[src/rtl/aes_pkg.sv]
// Shared types for the AES request dispatcher: opcodes, FSM state encoding,
// completion classification and a saturating counter helper.
package aes_pkg;

    localparam int AES_128 = 128;

    typedef enum logic [1:0] {
        OP_NOP     = 2'b00,
        OP_KEY     = 2'b01,
        OP_ENC     = 2'b10,
        OP_KEY_ENC = 2'b11
    } opcode_e;

    typedef enum logic [1:0] {
        CMPL_NONE   = 2'd0,
        CMPL_KEY    = 2'd1,
        CMPL_CIPHER = 2'd2
    } cmpl_e;

    typedef logic [1:0] disp_state_t;
    localparam disp_state_t ST_IDLE  = 2'd0;
    localparam disp_state_t ST_ISSUE = 2'd1;
    localparam disp_state_t ST_WAIT  = 2'd2;
    localparam disp_state_t ST_RESP  = 2'd3;

    function automatic cmpl_e cmpl_type(input opcode_e op);
        cmpl_e res;
        case (op)
            OP_NOP:     res = CMPL_NONE;
            OP_KEY:     res = CMPL_KEY;
            OP_ENC:     res = CMPL_CIPHER;
            OP_KEY_ENC: res = CMPL_CIPHER;
            default:    res = CMPL_NONE;
        endcase
        return res;
    endfunction

    function automatic logic [15:0] sat_inc16(input logic [15:0] v);
        return (v == 16'hFFFF) ? v : v + 16'd1;
    endfunction

endpackage

[src/rtl/aes_req_fifo.sv]
// Single-channel synchronous FIFO with first-word fall-through read data.
// DEPTH must be a power of two so the pointers wrap naturally.
module aes_req_fifo #(
    parameter int DEPTH = 4,
    parameter int W     = 8
) (
    input  logic         clk,
    input  logic         nrst,
    input  logic         push,
    input  logic         pop,
    input  logic [W-1:0] wdata,
    output logic [W-1:0] rdata,
    output logic         full,
    output logic         empty
);

    localparam int AW = $clog2(DEPTH);

    logic [W-1:0]  mem_r [DEPTH];
    logic [AW-1:0] wr_ptr_r;
    logic [AW-1:0] rd_ptr_r;
    logic [AW:0]   count_r;
    logic          do_push_s;
    logic          do_pop_s;

    assign full      = (count_r == (AW+1)'(DEPTH));
    assign empty     = (count_r == '0);
    assign do_push_s = push & ~full;
    assign do_pop_s  = pop & ~empty;
    assign rdata     = mem_r[rd_ptr_r];

    // Pointer and occupancy tracking.
    always_ff @(posedge clk or negedge nrst) begin
        if (!nrst) begin
            wr_ptr_r <= '0;
            rd_ptr_r <= '0;
            count_r  <= '0;
        end else begin
            if (do_push_s) begin
                wr_ptr_r <= wr_ptr_r + AW'(1);
            end
            if (do_pop_s) begin
                rd_ptr_r <= rd_ptr_r + AW'(1);
            end
            case ({do_push_s, do_pop_s})
                2'b10:   count_r <= count_r + (AW+1)'(1);
                2'b01:   count_r <= count_r - (AW+1)'(1);
                default: count_r <= count_r;
            endcase
        end
    end

    // Entry storage; contents are don't-care while the slot is empty.
    always_ff @(posedge clk) begin
        if (do_push_s) begin
            mem_r[wr_ptr_r] <= wdata;
        end
    end

endmodule

[src/rtl/aes_req_dispatcher.sv]
// Multi-channel round-robin request front-end for the AES core.
// Optional AES_DISP_STATS_EN adds saturating per-channel done and timeout counters.
module aes_req_dispatcher
    import aes_pkg::*;
#(
    parameter int NUM_CH      = 4,
    parameter int FIFO_DEPTH  = 4,
    parameter int DATA_W      = AES_128,
    parameter int TIMEOUT_CYC = 64
) (
    input  logic                     clk,
    input  logic                     nrst,
    input  logic [NUM_CH-1:0]        req_valid_i,
    output logic [NUM_CH-1:0]        req_ready_o,
    input  logic [NUM_CH*2-1:0]      req_opcode_i,
    input  logic [NUM_CH*DATA_W-1:0] req_key_i,
    input  logic [NUM_CH*DATA_W-1:0] req_data_i,
    output logic                     core_start_o,
    output logic [1:0]               core_opcode_o,
    output logic [DATA_W-1:0]        core_key_o,
    output logic [DATA_W-1:0]        core_data_o,
    input  logic                     core_busy_i,
    input  logic                     core_key_ready_i,
    input  logic                     core_cipher_ready_i,
    input  logic [DATA_W-1:0]        core_cipher_i,
    output logic                     rsp_valid_o,
    input  logic                     rsp_ready_i,
    output logic [((NUM_CH > 1) ? $clog2(NUM_CH) : 1)-1:0] rsp_ch_o,
    output logic [DATA_W-1:0]        rsp_data_o,
    output logic                     rsp_timeout_o
`ifdef AES_DISP_STATS_EN
    ,
    output logic [NUM_CH*16-1:0]     stat_done_o,
    output logic [15:0]              stat_timeout_o
`endif
);

    localparam int CH_W  = (NUM_CH > 1) ? $clog2(NUM_CH) : 1;
    localparam int ENT_W = 2 + 2 * DATA_W;
    localparam int TMR_W = $clog2(TIMEOUT_CYC);

    logic [NUM_CH-1:0] full_s;
    logic [NUM_CH-1:0] empty_s;
    logic [NUM_CH-1:0] push_s;
    logic [NUM_CH-1:0] pop_s;
    logic [ENT_W-1:0]  fifo_rdata_s [NUM_CH];
    logic [ENT_W-1:0]  sel_s;
    logic              any_s;
    logic              grant_en_s;
    logic [CH_W-1:0]   grant_s;
    logic              done_s;
    cmpl_e             cmpl_cur_s;

    disp_state_t       state_r;
    logic [TMR_W-1:0]  timer_r;
    logic [CH_W-1:0]   rr_ptr_r;
    logic              start_r;
    logic [1:0]        core_opcode_r;
    logic [DATA_W-1:0] core_key_r;
    logic [DATA_W-1:0] core_data_r;
    logic              rsp_valid_r;
    logic [CH_W-1:0]   rsp_ch_r;
    logic [DATA_W-1:0] rsp_data_r;
    logic              rsp_timeout_r;

    // Ready depends only on registered FIFO occupancy, never on req_valid_i.
    for (genvar c = 0; c < NUM_CH; c++) begin : g_ch
        assign push_s[c] = req_valid_i[c] & ~full_s[c];

        aes_req_fifo #(
            .DEPTH (FIFO_DEPTH),
            .W     (ENT_W)
        ) u_fifo (
            .clk   (clk),
            .nrst  (nrst),
            .push  (push_s[c]),
            .pop   (pop_s[c]),
            .wdata ({req_opcode_i[2*c +: 2], req_key_i[c*DATA_W +: DATA_W],
                     req_data_i[c*DATA_W +: DATA_W]}),
            .rdata (fifo_rdata_s[c]),
            .full  (full_s[c]),
            .empty (empty_s[c])
        );
    end

    assign req_ready_o   = ~full_s;
    assign core_start_o  = start_r;
    assign core_opcode_o = core_opcode_r;
    assign core_key_o    = core_key_r;
    assign core_data_o   = core_data_r;
    assign rsp_valid_o   = rsp_valid_r;
    assign rsp_ch_o      = rsp_ch_r;
    assign rsp_data_o    = rsp_data_r;
    assign rsp_timeout_o = rsp_timeout_r;

    // Round-robin search: first non-empty channel at or after rr_ptr_r.
    always_comb begin
        int idx;
        any_s   = 1'b0;
        grant_s = '0;
        for (int i = 0; i < NUM_CH; i++) begin
            idx = int'(rr_ptr_r) + i;
            if (idx >= NUM_CH) begin
                idx = idx - NUM_CH;
            end else begin
                idx = idx;
            end
            if (!any_s && !empty_s[idx]) begin
                any_s   = 1'b1;
                grant_s = CH_W'(idx);
            end else begin
                any_s   = any_s;
            end
        end
    end

    assign grant_en_s = (state_r == ST_IDLE) & any_s & ~core_busy_i;
    assign sel_s      = fifo_rdata_s[grant_s];
    assign cmpl_cur_s = cmpl_type(opcode_e'(core_opcode_r));

    // Pop strobe for the granted FIFO.
    always_comb begin
        pop_s = '0;
        if (grant_en_s) begin
            pop_s[grant_s] = 1'b1;
        end else begin
            pop_s = '0;
        end
    end

    // Only the strobe matching the outstanding opcode completes it.
    always_comb begin
        case (cmpl_cur_s)
            CMPL_KEY:    done_s = core_key_ready_i;
            CMPL_CIPHER: done_s = core_cipher_ready_i;
            default:     done_s = 1'b0;
        endcase
    end

    // Dispatcher FSM with registered core and response outputs.
    always_ff @(posedge clk or negedge nrst) begin
        if (!nrst) begin
            state_r       <= ST_IDLE;
            timer_r       <= '0;
            rr_ptr_r      <= '0;
            start_r       <= 1'b0;
            core_opcode_r <= 2'b00;
            core_key_r    <= '0;
            core_data_r   <= '0;
            rsp_valid_r   <= 1'b0;
            rsp_ch_r      <= '0;
            rsp_data_r    <= '0;
            rsp_timeout_r <= 1'b0;
        end else begin
            case (state_r)
                ST_IDLE: begin
                    if (grant_en_s) begin
                        core_opcode_r <= sel_s[ENT_W-1 -: 2];
                        core_key_r    <= sel_s[2*DATA_W-1 -: DATA_W];
                        core_data_r   <= sel_s[DATA_W-1:0];
                        rsp_ch_r      <= grant_s;
                        rr_ptr_r      <= (int'(grant_s) == NUM_CH - 1) ? '0 : grant_s + CH_W'(1);
                        // NOPs never reach the core
                        if (cmpl_type(opcode_e'(sel_s[ENT_W-1 -: 2])) == CMPL_NONE) begin
                            rsp_data_r    <= '0;
                            rsp_timeout_r <= 1'b0;
                            rsp_valid_r   <= 1'b1;
                            state_r       <= ST_RESP;
                        end else begin
                            start_r <= 1'b1;
                            state_r <= ST_ISSUE;
                        end
                    end
                end
                ST_ISSUE: begin
                    start_r <= 1'b0;
                    timer_r <= '0;
                    state_r <= ST_WAIT;
                end
                ST_WAIT: begin
                    if (done_s) begin
                        rsp_data_r    <= (cmpl_cur_s == CMPL_KEY) ? '0 : core_cipher_i;
                        rsp_timeout_r <= 1'b0;
                        rsp_valid_r   <= 1'b1;
                        state_r       <= ST_RESP;
                    end else if (timer_r == TMR_W'(TIMEOUT_CYC - 1)) begin
                        rsp_data_r    <= '0;
                        rsp_timeout_r <= 1'b1;
                        rsp_valid_r   <= 1'b1;
                        state_r       <= ST_RESP;
                    end else begin
                        timer_r <= timer_r + TMR_W'(1);
                    end
                end
                ST_RESP: begin
                    if (rsp_ready_i) begin
                        rsp_valid_r <= 1'b0;
                        state_r     <= ST_IDLE;
                    end
                end
                default: begin
                    start_r     <= 1'b0;
                    rsp_valid_r <= 1'b0;
                    state_r     <= ST_IDLE;
                end
            endcase
        end
    end

`ifdef AES_DISP_STATS_EN
    logic [15:0] stat_done_r [NUM_CH];
    logic [15:0] stat_timeout_r;
    logic        rsp_hs_s;

    assign rsp_hs_s = rsp_valid_r & rsp_ready_i;

    // Saturating response statistics, updated on each response handshake.
    always_ff @(posedge clk or negedge nrst) begin
        if (!nrst) begin
            for (int c = 0; c < NUM_CH; c++) begin
                stat_done_r[c] <= 16'd0;
            end
            stat_timeout_r <= 16'd0;
        end else if (rsp_hs_s) begin
            if (rsp_timeout_r) begin
                stat_timeout_r <= sat_inc16(stat_timeout_r);
            end else begin
                stat_done_r[rsp_ch_r] <= sat_inc16(stat_done_r[rsp_ch_r]);
            end
        end
    end

    for (genvar c = 0; c < NUM_CH; c++) begin : g_stat
        assign stat_done_o[c*16 +: 16] = stat_done_r[c];
    end
    assign stat_timeout_o = stat_timeout_r;
`else
    // Statistics counters are absent in this build.
`endif

endmodule

[config.mk]
export PLATFORM = sky130hd
export DESIGN_NAME = aes_req_dispatcher
export DESIGN_NICKNAME = d
export VERILOG_FILES = /design/src/rtl/aes_pkg.sv /design/src/rtl/aes_req_fifo.sv /design/src/rtl/aes_req_dispatcher.sv
export SDC_FILE = /design/constraint.sdc
export NUM_CORES = 2
export LEC_CHECK = 0
export ABC_CLOCK_PERIOD_IN_PS = 19500
export CORE_AREA = 5 5 600 602
export DETAILED_ROUTE_END_ITERATION = 10
export DIE_AREA = 0 0 605 607
export PLACE_DENSITY_LB_ADDON = 0.15
export SYNTH_ARGS = -nofsm -noshare
export SYNTH_HDL_FRONTEND = slang
export SYNTH_MEMORY_MAX_BITS = 65536
export SYNTH_SLANG_ARGS = --single-unit
export TNS_END_PERCENT = 1
[constraint.sdc]
create_clock -name clk -period 19.5 [get_ports clk]
set_input_delay 2.925 -clock clk [delete_from_list [all_inputs] [get_ports clk]]
set_output_delay 2.925 -clock clk [all_outputs]
set_load 0.1 [all_outputs]
Word-level counts from Yosys, hierarchy flattened
Memories as Yosys holds them, arrays and structs flattened.
Cells that the tools add are included.
{"block": "classes", "n_eq_ne": 32, "muxes": 76, "magnitude_cmp": 11, "reduce_logical": 33, "bitwise_logic": 25, "n_addsub": 25}
{"op": "$mux 128", "count": 5}
{"op": "$bmux 258 s2", "count": 1}
{"op": "$mux 258", "count": 2}
{"op": "$pmux 128 s2", "count": 1}
{"op": "$lt 32x4->1 const B", "count": 4}
{"op": "$mux 32", "count": 4}
{"op": "$mux 1", "count": 31}
{"op": "$mux 2", "count": 12}
{"op": "$pmux 3 s2", "count": 4}
{"op": "$eq 2x2->1 const B", "count": 11}
{"op": "$add 2x1->2 const B", "count": 9}
{"op": "$eq 2x1->1 const B", "count": 9}
{"op": "$and 1x1->1", "count": 14}
{"op": "$reduce_bool 2->1", "count": 7}
{"op": "$add 3x1->3 const B", "count": 4}
{"op": "$eq 3x3->1 const B", "count": 4}
{"op": "$ge 3x3->1 const B", "count": 4}
{"op": "$logic_not 3->1", "count": 4}
{"op": "$mux 6", "count": 2}
{"op": "$pmux 2 s3", "count": 2}
{"op": "$pmux 6 s2", "count": 1}
{"op": "$sub 3x1->3 const B", "count": 4}
{"op": "$sub 3x3->4 const B", "count": 3}
{"op": "$ne 2x2->1 const B", "count": 5}
{"op": "other kinds (28)", "count": 55}
{"block": "totals", "input_bits": 1170, "ram_bits": 4128, "out_inout_bits": 395, "ff_bits": 429, "memories": 4}
{"memory": "g_ch[0].u_fifo.mem_r", "depth": 4, "width": 258, "rd": 1, "rd_clocked_by_memory_dff": 0, "write_ports": 1, "line": "aes_req_fifo.sv:19", "source": "logic [W-1:0] mem_r [DEPTH];"}
{"memory": "g_ch[1].u_fifo.mem_r", "depth": 4, "width": 258, "rd": 1, "rd_clocked_by_memory_dff": 0, "write_ports": 1, "line": "aes_req_fifo.sv:19"}
{"memory": "g_ch[2].u_fifo.mem_r", "depth": 4, "width": 258, "rd": 1, "rd_clocked_by_memory_dff": 0, "write_ports": 1, "line": "aes_req_fifo.sv:19"}
{"memory": "g_ch[3].u_fifo.mem_r", "depth": 4, "width": 258, "rd": 1, "rd_clocked_by_memory_dff": 0, "write_ports": 1, "line": "aes_req_fifo.sv:19"}

Longest topological paths before layout
{"block": "logic_depth", "word_depth": 28, "depth_mapped": 15}

Cells and area by module
From an unflattened synthesis, not the netlist that was laid out.
{"block": "unflattened", "cells_unflattened": 9005, "area_unflattened_um2": 174388.5}
{"mod": "aes_req_fifo at g_ch[0].u_fifo ...", "instances": 3, "cells_each": 1385, "area_per_inst_um2": 37643.6}
{"mod": "aes_req_fifo at g_ch[1].u_fifo", "instances": 1, "cells_each": 1386, "area_per_inst_um2": 37663.6}
{"mod": "aes_req_dispatcher", "instances": 1, "cells_each": 3464, "area_per_inst_um2": 23794.1}

Worst setup path before layout
Ideal clock, no wire load.
{"block": "synth_timing", "path_type": "input to register", "from": "input port req_valid_i[2]", "to": "memory g_ch[2].u_fifo.mem_r[0][0] in the netlist's numbering, enable pin", "cell_stages": 1, "n_path_buf": 0, "arrival_time_ps": 8851, "setup_slack_ps": 9996, "setup_time_ps": 653, "required_ps": 18847, "cell_sequence": "and3_1"}
{"block": "synth_between", "elab_chain_cells": 4}
{"element": "from (decl)", "line": "aes_req_dispatcher.sv:13", "source": "input logic [NUM_CH-1:0] req_valid_i,"}
{"element": "$and 1x1->1", "line": "aes_req_dispatcher.sv:68", "source": "assign push_s[c] = req_valid_i[c] & ~full_s[c];"}
{"element": "$and 1x1->1", "line": "aes_req_fifo.sv:28", "source": "assign do_push_s = push & ~full;"}
{"element": "$mux 1", "line": "aes_req_fifo.sv:55", "source": "if (do_push_s) begin"}
{"element": "$mux 1 (implied by the code)", "line": "aes_req_fifo.sv:56", "source": "mem_r[wr_ptr_r] <= wdata;"}
{"element": "to (decl)", "line": "aes_req_fifo.sv:19"}
Every way passes these cells.

Final worst setup path
{"block": "layout_timing", "from": "input port core_busy_i", "to": "register core_data_r[117] (netlist: core_data_o[117])"}
{"block": "layout_between", "elab_chain_cells": 3}
{"element": "from (decl)", "line": "aes_req_dispatcher.sv:22", "source": "input logic core_busy_i,"}
{"element": "$not 1->1", "line": "aes_req_dispatcher.sv:117", "source": "assign grant_en_s = (state_r == ST_IDLE) & any_s & ~core_busy_i;"}
{"element": "$and 1x1->1", "line": "aes_req_dispatcher.sv:117"}
{"element": "$reduce_and 2->1 (no source line)"}
{"element": "to (signal assigned)", "line": "aes_req_dispatcher.sv:160", "source": "core_data_r <= sel_s[DATA_W-1:0];"}
{"element": "to (decl)", "line": "aes_req_dispatcher.sv:60", "source": "logic [DATA_W-1:0] core_data_r;"}
Every way passes these cells.
A chain may end at the register's enable or synchronous reset.

==> flow_summary.yaml <==
logic_synthesis:
  synth.avg_cell_area_um2: 19.7
  synth_warnings: 0
  yosysSeqAreaShare: 0.781
  synth_cells: 8747
  synth_area_um2: 172000
  synth.distinct_cells: 50
  synth_nets: 9947
  synth_seq_cells: 4557
clock_tree:
  clk_pin_slew_worst_paths_ns: 0.06
  cts_resized: 0
  cts_buffers: 462
  cts_max_path_buffers: 4
  cts_tree: "built"
  postCtsHoldBufs: 0
  post-cts-setup-buffers: 0
  htreeDepth: 5
  cts_sinks: 4557
  worstSkewPairLatency_ns: 0.98
  root_buffer: "clkbuf_16"
drt:
  drt_wl_total_um: 527000
  drt_iter0_drc: 9556
  ant_nets: 0
  wire_per_inst_um: 33.2
  drt_first_pass_iters: 5
  vias: 92000
  remaining_drc_errors: 0
  viasPerCell: 5.80
layout:
  fin_nets: 11600
  syn_to_final_growth_pct: 21.3
  post-route-cell-area_um2: 209000
  drive_gt1_frac: 0.178
timing:
  drv_slew: 65
  fin_skew_ns: 0.0633
  setup_ws_ns: 13.11
  period_share: 0.328
  grt_setup_unrepaired: "no"
  setup_viol: 0
  max_freq_mhz: 156
  relSlewSlack: -0.115
  min_period_ns: 6.39
  finalHoldViolations: 0
  finalHoldWorstSlack_ns: 0.479
  fin_setup_tns_ns: 0
  worst_pin_slew_ns: 1.67
power:
  clkPwrFrac: 0.337
  internal-power_mw: 18.8
  powerDensity_nw_per_um2: 124
  seq_power_share: 0.498
  finalPower_mw: 25.9
  comb_power_share: 0.165
  switchingPower_mw: 7.10
  switching_share: 0.274
  ir_worst_vdd_mv: 0.323
  p_leak_nw: 68.7
worst_setup_path:
  r2r_slack_ns: 13.44
  worstSetupEndpointType: "register"
  critPathMaxFanout: 93
  crit_path_start_kind: "primary input"
  crit_family: "buffers and inverters"
  crit_top_cell: "buf_4"
  critPathMaxStageDelay_ns: 0.76
  startpoint: "core_busy_i"
  required_ns: 20.28
  crit_type: "in -> reg"
  path_buf_inv: 5
  rr_endpoint: "core_key_o[20]$_DFFE_PN0P_"
  reg2reg_depth: 11
  crit_arrival_ns: 7.17
  cp_num_cells: 8
  worstPathCellList: "clkdlybuf4s50_1, a41oi_1, nand2_4, buf_4, buf_4, buf_4, buf_4, o21ai_0"
  cp_slowest_cell: "buf_4"
  r2r_start: "g_ch[0].u_fifo.count_r[0]$_DFFE_PN0P_"
die:
  die_height_um: 607
  die_w_um: 605
  core_um2: 354000
  rows: 219
  start_util: 0.487
  design.die.area_um2: 367000
  pin_count: 1565
place:
  hpwl_um: 361000
  pre_cts_ws_ns: 12.24
  placed_cell_area_um2: 193000
  numPortBuffers: 1564
  place.gp.congestion: 0.927
worst_hold_path:
  hold_path_depth: 2
  hp-class: "reg -> reg"
  min_to: "core_data_o[40]$_DFFE_PN0P_"
  hold_path.startpoint: "core_data_o[40]$_DFFE_PN0P_"
global_routing:
  grt_start_max_net_pins: 149
  grt_pass1_wl_um: 724000
  antenna_found_initial: 405
  overflow: 0
  grt.total_usage: 0.282
  grt_pass1_vias: 92800
job:
  cap_violations: 0
run_status:
  violations: "max-slew violations"
  status: "finished with violations"
[cell families (layout without fill, tap and decap cells)]
kind of cell	Yosys count	in the layout	synth area share
other cells	0	265	0
fa+ha+maj	30	30	0.00235
xor+xnor	28	28	0.00142
compound gates	680	680	0.0230
simple gates	1892	1892	0.0440
mux	1036	1036	0.135
flops	4557	4557	0.781
buf+inv	524	2615	0.0129
[synth_stat cells, drive strengths merged]
master	number	area, um2
o31ai	2	15.0
buf	158	857
nor3	6	41.3
and3	17	106
nor2	781	2930
a221o	1	10.0
inv	33	124
nand3b	1	7.51
or2	1	6.26
a22oi	1	12.5
ha	26	325
a22o	128	1120
a221oi	3	32.5
nor3b	1	7.51
mux4	1032	23200
nand4	3	18.8
o21ai	531	2670
nand2b	1	6.26
o31a	1	8.76
dfrtp	429	10700
mux2i	4	40.0
o21a	2	15.0
a31oi	2	12.5
a41o	2	20.0
and2	5	31.3
edfxtp	4128	124000
xnor2	12	105
or3	2	17.5
nand3	269	1350
nand2	795	2980
xor2	16	140
nor4	6	56.3
a311o	1	10.0
a21oi	2	10.0
o22ai	1	6.26
nor2b	4	25.0
a41oi	2	17.5
clkbuf	333	1250
fa	4	80.1
a31o	1	8.76
[stage by stage]
| step | cells | util |
|---|---|---|
| after global routing | 15800 | 0.589 |
| after detailed placement | 14700 | 0.546 |
| after global placement | 14700 | 0.546 |
| final | 15900 | 0.590 |
| after floorplan | 8747 | - |
| after CTS | 15600 | 0.588 |
[how the worst max path moves through the flow]
stage,to,slack [ns]
final,core_data_o[117]$_DFFE_PN0P_,13.11
after global routing,core_data_o[117]$_DFFE_PN0P_,12.87
after CTS,core_data_o[117]$_DFFE_PN0P_,13.29
after detailed placement,core_data_o[117]$_DFFE_PN0P_,12.24
after global placement,core_data_o[117]$_DFFE_PN0P_,12.34
after floorplan,g_ch[2].u_fifo.mem_r[0][0]$_DFFE_PP_,10.0
[tightest hold or removal path: stages, from the launching register on]
cell,delay [ns]
dfrtp_1,0.34
nand2_1,0.05
o21ai_0,0.06
[power groups by stage]
stage | clock (mW) | sequential (mW) | combinational (mW)
2_1_floorplan | 0 | 13.5 | 2.33
3_5_place_dp | 0 | 13.1 | 4.36
3_3_place_gp | 0 | 13.0 | 4.32
4_1_cts | 8.88 | 12.9 | 4.38
6_report | 8.75 | 12.9 | 4.28
5_1_grt | 9.30 | 13.0 | 4.58
[flip-flops by register name, summed over array words and instances, names as in the netlist, 6 cells and up]
register	flops
g_ch.u_fifo.mem_r	4128
core_data_o	128
core_key_o	128
rsp_data_o	128
g_ch.u_fifo.count_r	12
g_ch.u_fifo.rd_ptr_r	8
g_ch.u_fifo.wr_ptr_r	8
timer_r	6
[layout make-up]
type | count | area [um2]
Timing Repair Buffer | 1718 | 16900
Multi-Input combinational cell | 3666 | 35600
Antenna cell | 265 | 663
Sequential cell | 4557 | 135000
Inverter | 33 | 131
Tap cell | 4751 | 5940
Clock inverter | 228 | 2420
Clock buffer | 636 | 12700
Fill cell | 26100 | 145000
[placed cells by master, fill, tap and decap left out, drive strengths merged, types with 3 or more instances in the layout]
cell           instances
nand4                  3
xor2                  16
nor4                   6
clkinv               169
nor2b                  4
and2                   5
buf                  187
inv                   42
nor3                   6
nor2                 781
fa                     4
a22o                 128
o21ai                531
clkbuf               636
mux4                1032
xnor2                 12
mux2i                  4
and3                  17
diode                265
clkinvlp              12
edfxtp              4128
ha                    26
dfrtp                429
nand3                269
nand2                795
bufinv                38
a221oi                 3
clkdlybuf4s50       1531
[per-layer routing]
metal,part of all wire,global-route usage,vias up
met1,0.34,0.325,48100
met3,0.081,0.0726,1217
met4,0.069,0.188,158
met2,0.51,0.468,3961
met5,0.0019,0,-
li1,-,-,38500
(Power assumes the default switching activity.)
